**src/rtl/idli_pkg.sv**
```systemverilog
// Shared types and constants for the idli SQI memory controller.
//   sqi_io_mode_t : direction of the SIO pins (IN = SRAM drives, OUT = core drives)
//   sqi_state_t   : controller FSM states
//   SQI_OP_*      : 23LC512 sequential-mode opcodes, sent MSB nibble first
package idli_pkg;

    typedef enum logic {
        SQI_IO_IN  = 1'b0,
        SQI_IO_OUT = 1'b1
    } sqi_io_mode_t;

    typedef enum logic [2:0] {
        SQI_ST_IDLE  = 3'd0,
        SQI_ST_CMD   = 3'd1,
        SQI_ST_ADDR  = 3'd2,
        SQI_ST_DUMMY = 3'd3,
        SQI_ST_DATA  = 3'd4,
        SQI_ST_END   = 3'd5
    } sqi_state_t;

    localparam logic [7:0] SQI_OP_READ  = 8'h03;
    localparam logic [7:0] SQI_OP_WRITE = 8'h02;

    function automatic int sqi_max3(input int a, input int b, input int c);
        int m;
        m = (a > b) ? a : b;
        return (m > c) ? m : c;
    endfunction

endpackage

```
**src/rtl/idli_sqi_ctrl_m.sv**
```systemverilog
// SQI memory controller: turns core read/write burst requests into nibble-wide
// SQI transactions on a 23LC512-style serial SRAM in sequential mode.
//
// Ports
//   i_sqi_gck, i_sqi_rst_n        clock, synchronous active-low reset
//   i_sqi_req/_wr/_addr, o_sqi_ack burst request, accepted with a 1-cycle ack
//   i_sqi_stop, o_sqi_busy        end current burst / not idle
//   o_sqi_rdata/_rvld, i_sqi_racp read nibble stream
//   i_sqi_wdata/_wvld, o_sqi_wacp write nibble stream
//   o_sqi_sck, o_sqi_cs           SRAM clock, chip select (active-low)
//   o_sqi_io_mode, i/o_sqi_sio    SIO direction and pins
//
// state | meaning
// IDLE  | CS high, waiting for req
// CMD   | 2 opcode beats, SIO out
// ADDR  | ADDR_W/4 address beats, SIO out
// DUMMY | DUMMY_NIB turnaround beats (reads only), SIO in
// DATA  | nibble transfer, beat paced by wvld (write) or rvld/racp (read)
// END   | one cycle with CS high before returning to IDLE
//
// Every beat is phase A (SCK low, SIO updated) then phase B (SCK high).
module idli_sqi_ctrl_m
    import idli_pkg::*;
#(
    parameter int ADDR_W    = 16,
    parameter int DUMMY_NIB = 2
) (
    input  logic              i_sqi_gck,
    input  logic              i_sqi_rst_n,
    input  logic              i_sqi_req,
    input  logic              i_sqi_wr,
    input  logic [ADDR_W-1:0] i_sqi_addr,
    output logic              o_sqi_ack,
    input  logic              i_sqi_stop,
    output logic              o_sqi_busy,
    output logic [3:0]        o_sqi_rdata,
    output logic              o_sqi_rvld,
    input  logic              i_sqi_racp,
    input  logic [3:0]        i_sqi_wdata,
    input  logic              i_sqi_wvld,
    output logic              o_sqi_wacp,
    output logic              o_sqi_sck,
    output logic              o_sqi_cs,
    output sqi_io_mode_t      o_sqi_io_mode,
    input  logic [3:0]        i_sqi_sio,
    output logic [3:0]        o_sqi_sio
);

    localparam int SR_W      = 8 + ADDR_W;
    localparam int NIB_ADDR  = ADDR_W / 4;
    localparam int MAX_BEATS = sqi_max3(2, NIB_ADDR, DUMMY_NIB);
    localparam int CNT_W     = (MAX_BEATS > 1) ? $clog2(MAX_BEATS) : 1;
    localparam int DUMMY_LD  = (DUMMY_NIB > 0) ? DUMMY_NIB - 1 : 0;

    sqi_state_t        state_q, state_d;
    logic              phase_q, phase_d;
    logic [CNT_W-1:0]  cnt_q, cnt_d;
    logic [SR_W-1:0]   sr_q, sr_d;
    logic              wr_q, wr_d;
    logic [3:0]        rdata_q, rdata_d;
    logic              rvld_q, rvld_d;

    always_ff @(posedge i_sqi_gck) begin
        if (!i_sqi_rst_n) begin
            state_q <= SQI_ST_IDLE;
            phase_q <= 1'b0;
            cnt_q   <= '0;
            sr_q    <= '0;
            wr_q    <= 1'b0;
            rdata_q <= 4'h0;
            rvld_q  <= 1'b0;
        end else begin
            state_q <= state_d;
            phase_q <= phase_d;
            cnt_q   <= cnt_d;
            sr_q    <= sr_d;
            wr_q    <= wr_d;
            rdata_q <= rdata_d;
            rvld_q  <= rvld_d;
        end
    end

    always_comb begin
        state_d       = state_q;
        phase_d       = phase_q;
        cnt_d         = cnt_q;
        sr_d          = sr_q;
        wr_d          = wr_q;
        rdata_d       = rdata_q;
        rvld_d        = rvld_q;
        o_sqi_ack     = 1'b0;
        o_sqi_wacp    = 1'b0;
        o_sqi_cs      = 1'b1;
        o_sqi_sck     = 1'b0;
        o_sqi_io_mode = SQI_IO_IN;
        o_sqi_sio     = 4'h0;

        // A held nibble survives until accepted, independent of the FSM.
        if (i_sqi_racp) begin
            rvld_d = 1'b0;
        end

        case (state_q)
            SQI_ST_IDLE: begin
                phase_d = 1'b0;
                if (i_sqi_req && i_sqi_rst_n) begin
                    o_sqi_ack = 1'b1;
                    wr_d      = i_sqi_wr;
                    sr_d      = {(i_sqi_wr ? SQI_OP_WRITE : SQI_OP_READ), i_sqi_addr};
                    cnt_d     = CNT_W'(1);
                    state_d   = SQI_ST_CMD;
                end
            end

            SQI_ST_CMD, SQI_ST_ADDR, SQI_ST_DUMMY: begin
                o_sqi_cs  = 1'b0;
                o_sqi_sck = phase_q;
                if (state_q != SQI_ST_DUMMY) begin
                    o_sqi_io_mode = SQI_IO_OUT;
                    o_sqi_sio     = sr_q[SR_W-1 -: 4];
                end
                phase_d = ~phase_q;
                if (phase_q) begin
                    sr_d = sr_q << 4;
                    if (cnt_q != '0) begin
                        cnt_d = cnt_q - 1'b1;
                    end else if (state_q == SQI_ST_CMD) begin
                        state_d = SQI_ST_ADDR;
                        cnt_d   = CNT_W'(NIB_ADDR - 1);
                    end else if (state_q == SQI_ST_ADDR && !wr_q && DUMMY_NIB > 0) begin
                        state_d = SQI_ST_DUMMY;
                        cnt_d   = CNT_W'(DUMMY_LD);
                    end else begin
                        state_d = SQI_ST_DATA;
                    end
                end
            end

            SQI_ST_DATA: begin
                o_sqi_cs  = 1'b0;
                o_sqi_sck = phase_q;
                if (wr_q) begin
                    o_sqi_io_mode = SQI_IO_OUT;
                    if (!phase_q) begin
                        o_sqi_sio = i_sqi_wdata;
                        if (i_sqi_stop) begin
                            state_d = SQI_ST_END;
                        end else if (i_sqi_wvld) begin
                            // Latch the nibble so phase B holds it stable
                            // across the SCK rising edge.
                            o_sqi_wacp             = 1'b1;
                            sr_d[SR_W-1 -: 4]      = i_sqi_wdata;
                            phase_d                = 1'b1;
                        end
                    end else begin
                        o_sqi_sio = sr_q[SR_W-1 -: 4];
                        phase_d   = 1'b0;
                    end
                end else begin
                    if (!phase_q) begin
                        if (i_sqi_stop) begin
                            state_d = SQI_ST_END;
                        end else if (!rvld_q || i_sqi_racp) begin
                            phase_d = 1'b1;
                        end
                    end else begin
                        phase_d = 1'b0;
                        rdata_d = i_sqi_sio;
                        rvld_d  = 1'b1;
                    end
                end
            end

            SQI_ST_END: begin
                phase_d = 1'b0;
                state_d = SQI_ST_IDLE;
            end

            default: begin
                phase_d = 1'b0;
                state_d = SQI_ST_IDLE;
            end
        endcase
    end

    assign o_sqi_busy  = (state_q != SQI_ST_IDLE);
    assign o_sqi_rdata = rdata_q;
    assign o_sqi_rvld  = rvld_q;

endmodule

```
**config.mk**
```make
export PLATFORM = sky130hd
export DESIGN_NAME = idli_sqi_ctrl_m
export DESIGN_NICKNAME = d
export VERILOG_FILES = /design/src/rtl/idli_pkg.sv /design/src/rtl/idli_sqi_ctrl_m.sv
export SDC_FILE = /design/constraint.sdc
export NUM_CORES = 1
export LEC_CHECK = 0
export BUFFER_PORTS_ARGS = -buffer_cell sky130_fd_sc_hd__buf_2
export CORE_ASPECT_RATIO = 1.25
export CORE_MARGIN = 2
export CORE_UTILIZATION = 40
export CTS_CLUSTER_SIZE = 14
export DETAILED_ROUTE_END_ITERATION = 10
export PLACE_DENSITY = 0.61
export RECOVER_POWER = 100
export SLEW_MARGIN = 10
export SYNTH_ARGS = -nofsm -noshare
export SYNTH_HDL_FRONTEND = slang
export SYNTH_SLANG_ARGS = --single-unit
```
**constraint.sdc**
```tcl
create_clock -name i_sqi_gck -period 2.7 [get_ports i_sqi_gck]
set_input_delay 0.54 -clock i_sqi_gck [delete_from_list [all_inputs] [get_ports i_sqi_gck]]
set_output_delay 0.54 -clock i_sqi_gck [all_outputs]
set_load 0.01 [all_outputs]
```
==> flow_results.org, run 1 <==
** Route
- Number of DRC violations after detailed-routing iteration 0 :: 131
- Across all layers, the routed design uses 1596 vias.
- The detail route stage leaves a number of antenna-violating nets equal to 0.
- Count of unresolved DRC violations after routing :: 0
- Wirelength per Cell :: 13.7 um
- Vias per cell :: around 5.3
- The first detailed-routing pass took 4 iterations.
- Final WL :: 4.15 mm

** Global route
- Number of global-route vias before repair :: 1491
- Pin count of the biggest net entering global routing :: 28
- The number of antenna violations at the first check in global routing is 0.
- Global-route wire length before repair :: 7.06 mm
- Summed over all layers, the global routing overflow is 0.
- GR Util All Layers :: 0.181

** Logic synthesis
- Net count after synthesis :: 234
- Mapped Area :: 1760 sq um
- Post-synthesis sequential area ratio :: 0.411
- In this run, distinct cell masters in the synthesized netlist total 44.
- Synthesis produced approximately 200 cells.
- Average cell area after synthesis :: between 8 and 9 sq um
- Number of flops mapped to enable cells by yosys :: 0
- For this run, the number of Yosys warnings is 0.
- Among all flip-flop cells after synthesis, the most frequent one is sky130_fd_sc_hd__dfxtp_1.
- Flip-flop and latch count after synthesis :: 36
- Share of synthesized flip-flops with an asynchronous set or reset :: 0

** Placement
- Input and output buffers added on the ports amount to 45.
- Placer congestion estimate :: 0.866
- The HPWL after detailed placement is ~3 mm.

** Critical path
- Worst path buffer plus inverter count :: 1
- Classification of the worst setup path :: register to primary output
- STA puts the critical path data required time at 2.16 ns.
- At the worst endpoint, the arrival time is between 1.5 and 2 ns.
- In this run the register-to-register setup slack is 0.44 ns.
- Delay contributed by the slowest stage of the critical path :: between 0.5 and 0.6 ns
- Kind of cell adding the most delay to the critical path :: simple AND/OR/NAND/NOR gates
- For the worst flop-to-flop path, the logic depth is 4.
- Critical Path, Cell by Cell :: nor3b_2, and3b_1, and3_1, clkbuf_1
- The worst setup path is captured at a primary output.
- In this run the critical register-to-register path is captured at state_q[1].
- Of all nets on the critical path, the largest fanout is 14.
- The slowest stage of the critical path belongs to the cell sky130_fd_sc_hd__dfxtp_2.
- Start of the worst register-to-register path :: state_q[0]
- The worst setup path is launched from a register.

** Power
- Switch share :: 0.268
- Across the VDD grid, the largest voltage drop is 409 uV.
- Of the total power, combinational logic draws 0.150.
- Power share of the sequential group :: 0.510
- Switching power :: 0.308 mW
- The internal power of the cells totals 0.842 mW.
- Total power per unit cell area :: between 500 and 600 nW/um^2
- Total leakage power :: 0.824 nW
- Power share of the clock group :: 0.340

** Die
- The floorplan step defined a die boundary enclosing 4940 sq um.
- Effective utilization at floorplan :: 0.422
- Row generation in the floorplan step produced 26 rows.
- The floorplan step set the die width to 63.3 um.
- The floorplan step set the die height to about 78 um.
- IO Count :: 46
- Std-Cell Core Area :: 4160 sq um

** STA
- RSZ-0062 raised after global routing :: false
- Layout Skew :: 0.00795 ns
- The number of max-slew violations in the final report was 0.
- Post-Route Setup TNS :: 0 ns
- Share of the clock period used by the worst path :: 0.896
- The final number of hold-violating endpoints is 0.
- Counting I/O delays and the setup requirement, the final critical path takes 2.42 ns.
- In this run the tightest slew margin relative to its limit is 0.511.
- Slew at the pin closest to its max-slew limit :: 0.733 ns
- Final Setup Violations :: 0
- Highest Clock Rate :: between 0.4 and 0.5 GHz

** Final layout
- The area growth from synthesis to layout is 16.8%.
- Post-Route Utilization :: 0.492
- Of the cells placed in the final design, the portion with a size suffix greater than 1 is 0.198.
- In the final layout, flip-flops and latches occupy approximately 720 sq um.
- Fill cells :: roughly 470
- Combined area of the multi-input logic cells :: 912 sq um
- Total number of nets in the final design :: 277
- Antenna cells :: 0

** Clocking
- Worst-path clk slew :: 0.07 ns
- TritonCTS built the clock tree.
- CTS saw 36 sinks.
- Maximum level of the CTS H-tree :: 2
- Clk buf depth :: 2
- Clock latency on the worst-skew pair, taken at its later pin, is 0.29 ns.
- Clock tree synthesis selected as its root buffer the cell sky130_fd_sc_hd__clkbuf_8.
- Number of buffers inserted during clock tree synthesis :: 5

** Hold path
- Cell depth of the worst hold path :: 2
- Start point of the worst min-delay path :: sr_q[16]
- The path with the worst hold slack has its endpoint at sr_q[16].
- Worst min-delay path category :: register to register

** Flow run
- The tool flagged a number of max-cap violations equal to 0.

** Outcome
- Outcome :: complete, no violations
power by group through the flow:
stage | combinational, mW | clock (mW) | sequential (mW)
2_1_floorplan | 0.134 | 0 | 0.587
3_3_place_gp | 0.182 | 0 | 0.599
3_5_place_dp | 0.183 | 0 | 0.600
4_1_cts | 0.183 | 0.400 | 0.588
5_1_grt | 0.198 | 0.426 | 0.590
6_report | 0.172 | 0.392 | 0.587
flip-flops by register name, summed over array words and instances, names as in the netlist:
| name | count |
|---|---|
| o_sqi_rvld | 1 |
| cnt_q | 2 |
| o_sqi_rdata | 4 |
| state_q | 3 |
| wr_q | 1 |
| phase_q | 1 |
| sr_q | 24 |
repair_timing:
action | in CTS | in global routing
resized for setup | 0 | 1
setup buffers | 0 | 0
setup endpoints to repair | 0 | 5
hold buffers | 0 | 0
logic make-up (layout without fill, tap and decap cells):
family                 after synthesis  after routing  share of synthesized area
AND/OR/NAND/NOR                     83             83                      0.225
AO/OA/AOI/OAI                       60             60                      0.282
flip-flops                          36             36                      0.411
buffers and inverters               18             62                     0.0492
multiplexers                         5              5                     0.0285
XOR/XNOR                             1              1                    0.00499
layout by cell type, fill, tap and decap left out, drive strengths merged:
cell	instances
a32oi	2
o31a	1
nand2	35
or3	1
nor3	1
a22o	4
a32o	1
o32ai	1
a311oi	16
clkbuf	22
o311a	1
inv	5
mux2i	5
o22ai	1
and3	1
nor2b	1
o21bai	1
nand3b	2
a22oi	8
o2111ai	1
a21o	1
and3b	2
o221a	1
and2	3
nand4bb	1
nor3b	1
o21ai	5
a41o	1
o211ai	1
o21a	2
nand2b	4
dfxtp	36
or2	1
nor2	30
a21oi	10
buf	35
o221ai	2
xnor2	1
worst min-delay path: cells and delay by family, from the launching register on:
| kind | cells | cell delay, ns |
|---|---|---|
| DFF | 1 | 0.31 |
| and+or+nand+nor | 1 | 0.05 |
| AOI/OAI and AO/OA | 1 | 0.05 |
Yosys cell counts, types with 2 or more instances:
library cell	number	area, sq um
sky130_fd_sc_hd__inv_1	5	18.8
sky130_fd_sc_hd__buf_2	3	15.0
sky130_fd_sc_hd__nand2b_1	4	25.0
sky130_fd_sc_hd__dfxtp_1	36	721
sky130_fd_sc_hd__a32oi_1	2	17.5
sky130_fd_sc_hd__a21oi_1	9	45.0
sky130_fd_sc_hd__mux2i_1	5	50.1
sky130_fd_sc_hd__a22o_1	4	35.0
sky130_fd_sc_hd__a22oi_1	8	60.1
sky130_fd_sc_hd__o21ai_1	2	10.0
sky130_fd_sc_hd__and3b_1	2	17.5
sky130_fd_sc_hd__o21ai_0	3	15.0
sky130_fd_sc_hd__clkbuf_1	5	18.8
sky130_fd_sc_hd__nand2_1	35	131
sky130_fd_sc_hd__and2_1	3	18.8
sky130_fd_sc_hd__a311oi_1	16	140
sky130_fd_sc_hd__o21a_1	2	15.0
sky130_fd_sc_hd__nor2_1	28	105
sky130_fd_sc_hd__buf_4	4	30.0
sky130_fd_sc_hd__nand3b_1	2	15.0
sky130_fd_sc_hd__nor2_4	2	22.5
layer usage:
layer | vias to the layer above | global-route usage | wire length (um)
met5 | - | 0 | 0
met4 | 0 | 0.0739 | 65
met2 | 39 | 0.291 | 1880
met3 | 4 | 0.0487 | 192
met1 | 724 | 0.230 | 2010
li1 | 829 | - | -
metrics by stage:
step | hold slack (ns) | cells | area, sq um | setup slack (ns) | total power [mW]
after floorplan | 0.432 | 203 | 1760 | 0.945 | 0.720
after global placement | 0.452 | 295 | 2010 | 0.474 | 0.782
after detailed placement | 0.453 | 295 | 2010 | 0.409 | 0.783
after CTS | 0.460 | 303 | 2100 | 0.0905 | 1.17
after global routing | 0.489 | 303 | 2050 | 0.0964 | 1.21
final | 0.459 | 303 | 2050 | 0.282 | 1.15
cell type report:
cell class	instances	share of cell area
repair buffers	49	0.115
multi-input cells	149	0.445
flip-flops and latches	36	0.352
inverters	5	0.00916
clock buffers	8	0.0440
well taps	56	0.0342
worst max-delay path by stage:
stage,start,depth (start not counted),to
2_1_floorplan,state_q[1],5,o_sqi_sio[0]
3_3_place_gp,state_q[2],4,o_sqi_wacp
3_5_place_dp,state_q[2],4,o_sqi_wacp
4_1_cts,state_q[2],4,o_sqi_wacp
5_1_grt,state_q[2],4,o_sqi_wacp
6_report,state_q[2],4,o_sqi_wacp
No activity file was read; power rests on OpenSTA's default activity.
==> run 2: changes to the inputs <==
--- a/config.mk
+++ b/config.mk
@@ -8,10 +8,10 @@
 export BUFFER_PORTS_ARGS = -buffer_cell sky130_fd_sc_hd__buf_2
 export CORE_ASPECT_RATIO = 1.25
 export CORE_MARGIN = 2
-export CORE_UTILIZATION = 40
+export CORE_UTILIZATION = 31
 export CTS_CLUSTER_SIZE = 14
 export DETAILED_ROUTE_END_ITERATION = 10
-export PLACE_DENSITY = 0.61
+export PLACE_DENSITY = 0.5
 export RECOVER_POWER = 100
 export SLEW_MARGIN = 10
 export SYNTH_ARGS = -nofsm -noshare
==> flow_results.org, run 2 (synthesis results as in run 1) <==
** Outcome
- The run finished with clean final reports.

** Critical path
- Startpoint Class :: register
- Traced cell by cell, the critical path runs through nor3b_2, and3b_1, and3_1, clkbuf_1.
- Cell at the slowest stage of the critical path :: sky130_fd_sc_hd__dfxtp_2
- The kind of cell with the highest combined delay along the critical path is simple AND/OR/NAND/NOR gates.
- The worst register-to-register path begins at state_q[0].
- The slack of the worst reg-to-reg path came to 0.48 ns (+0.04 ns).
- Worst path buffer plus inverter count :: 1 (unchanged)
- Critical path launch point :: state_q[2]
- Kind of capture point of the worst setup path :: primary output
- Delay contributed by the slowest stage of the critical path :: 0.51 ns (about the same)
- The arrival time at the worst endpoint was 1.87 ns (about the same).
- Data required time of the critical path :: 2.16 ns (about the same)
- Classification of the worst setup path :: register to primary output
- The maximum fanout encountered on the critical timing path is 14 (unchanged).

** Die
- The height of the die is 88.1 um (+13%).
- The floorplan row count came to 30 (+15%).
- Std-Cell Core Area :: 5440 sq um (+31%)
- Die Outline Area :: 6280 sq um (+27%)
- Effective utilization at floorplan :: 0.323 (-0.0990)
- The die width is 71.3 um (+13%).
- The number of I/O pins came to 46 (unchanged).

** Clocking
- The number of CTS-inserted buffers is 5 (unchanged).
- Number of post-CTS setup repair buffers :: 0 (unchanged)
- Clock sink count :: 36 (unchanged)
- Clk buf depth :: 2 (unchanged)
- The H-tree depth reported by CTS is 2 (unchanged).
- TritonCTS clock tree :: built
- The hold buffer count at cts is 0 (unchanged).
- Source-to-sink clock delay at the later pin of the worst-skew pair :: 0.29 ns (about the same)
- The root buffer cell chosen for the clock tree is sky130_fd_sc_hd__clkbuf_8.
- The clock-pin transition on the worst setup and hold timing paths is 0.08 ns (about the same).

** Placement
- The setup slack after placement was 0.443 ns (+0.0335 ns).
- The number of buffer cells added on primary ports was 45 (unchanged).
- Detailed placer's ending HPWL :: 3.07 mm (+4.6%)
- The final RePlAce weighted congestion came to 0.745 (-14%).

** Global route
- Overall overflow remaining after global route :: 0 (unchanged)
- The first-pass GRT wire length came to 7.29 mm (+3.2%).
- Antenna violations before repair :: 0 (unchanged)
- The largest net degree at the start of global routing is 28 (unchanged).
- The overall track demand over capacity in global routing was 0.148 (-0.0332).
- The number of global-route vias before repair was 1522 (+2.1%).

** STA
- Post-Route Setup TNS :: 0 ns (unchanged)
- Highest Clock Rate :: 0.416 GHz (+0.48%)
- Share of the clock period used by the worst path :: 0.891 (-0.00424)
- Remaining max-slew budget at the tightest pin :: 0.521 (+0.0101)
- The number of max-slew violations in the final report came to 0 (unchanged).
- Final Setup Violations :: 0 (unchanged)
- The final period demand of the worst path was 2.41 ns (-0.0114 ns).
- Setup repair after global routing left no endpoint under its margin.
- The slew at the pin closest to its max-slew limit came to 0.718 ns (-0.0152 ns).
- Count of final hold-check violations :: 0 (unchanged)
- Post-route worst setup slack :: 0.293 ns (+0.0114 ns)
- The worst clock skew on the final layout was 0.00692 ns (-0.00102 ns).
- The minimum hold slack was 0.462 ns (+0.00351 ns).

** Power
- Internal power of the cells :: 0.908 mW (+7.8%)
- The power per unit of standard cell area was 591 nW/um^2 (+5.2%).
- The power dissipated by switching net loads was 0.324 mW (+5.1%).
- The part of the power in the clock network came to 0.383 (+0.043).
- The switching power share of the total was 0.263 (-0.00496).
- Total leakage power :: 0.837 nW (+1.7%)
- The power share of the combinational group came to 0.144 (-0.006).
- Power share of the sequential group :: 0.473 (-0.037)
- The highest ir drop seen on vdd was 306 uV (-25%).

** Route
- The detailed-route wire length came to 4.31 mm (+3.8%).
- Number of DRC violations after detailed-routing iteration 0 :: 79 (-40%)
- Vias after detailed routing :: 1590 (-0.38%)
- The via count normalized by instance count is 5.10 (-3.2%).
- The number of nets still failing antenna checks after routing is 0 (unchanged).
- The average routed wire per standard cell was 13.8 um (+0.76%).
- First-pass detailed-route iteration total :: 4 (unchanged)
- Count of unresolved DRC violations after routing :: 0 (unchanged)

** Final layout
- Area Overhead vs Synth :: 18.8%
- The number of inserted diodes is 0 (unchanged).
- Largest register FFs :: 24 (unchanged)
- Top library cells by usage in the layout, fill and taps aside :: sky130_fd_sc_hd__nand2_1, sky130_fd_sc_hd__dfxtp_1, sky130_fd_sc_hd__buf_2, sky130_fd_sc_hd__nor2_1, sky130_fd_sc_hd__a311oi_1
- Fraction of final layout cells sized beyond drive strength 1 :: 0.210 (+0.0113)
- Fill cells :: 580 (+24%)
- Largest Register :: sr_q
- The net total in the final layout is 278 (+0.36%).

** Flow run
- The max-capacitance violation count is 0 (unchanged).

** Hold path
- In this run the most critical hold path is launched from sr_q[16].
- The min-delay analysis places its worst path in the category register to register.
run 2: path summary, 6_finish.rpt:
check / endpoint / depth (start not counted)
max: o_sqi_wacp / 4
min: sr_q[16] / 2
max reg2reg: state_q[1] / 4
min reg2reg: sr_q[16] / 2
run 2: layout make-up:
cell class | instances | area, sq um | share of cell area
multi-input cells | 149 | 912 | 0.437
flip-flops and latches | 36 | 722 | 0.346
inverters | 5 | 18.8 | 0.00900
clock buffers | 5 | 68.8 | 0.0330
well taps | 64 | 80.1 | 0.0384
repair buffers | 50 | 241 | 0.116
clock inverters | 3 | 42.5 | 0.0204
run 2: repair_timing:
action,in CTS,in global routing
endpoints found under the hold margin,0,0
setup endpoints to repair,0,3
resized for setup,0,1
run 2: power groups by stage:
stage / clock (mW) / sequential (mW) / combinational (mW)
floorplan: 0 / 0.587 / 0.134
global placement: 0 / 0.596 / 0.189
detailed placement: 0 / 0.597 / 0.189
CTS: 0.492 / 0.584 / 0.190
global route: 0.512 / 0.589 / 0.204
finish: 0.472 / 0.583 / 0.177
run 2: worst register-to-register path, cell delays in order, from the launching register on:
cell                       delay [ns]
sky130_fd_sc_hd__dfxtp_1         0.44
sky130_fd_sc_hd__or3_1           0.47
sky130_fd_sc_hd__o221ai_1        0.58
sky130_fd_sc_hd__o221ai_1        0.35
sky130_fd_sc_hd__a32o_1          0.28
run 2: per-layer routing:
metal	share of wire	wire length, um	global-route usage
met1	0.46	1960	0.182
met2	0.48	2070	0.253
met3	0.051	221	0.0311
met4	0.013	55	0.0583
met5	0	0	0
run 2: through the flow:
step | cell area [sq um] | cells | utilization | total power [mW]
4_1_cts | 2140 | 312 | 0.394 | 1.27
2_1_floorplan | 1760 | 203 | - | 0.720
5_1_grt | 2090 | 312 | 0.383 | 1.30
3_5_place_dp | 2030 | 304 | 0.373 | 0.786
6_report | 2090 | 312 | 0.383 | 1.23
3_3_place_gp | 2030 | 304 | 0.373 | 0.785
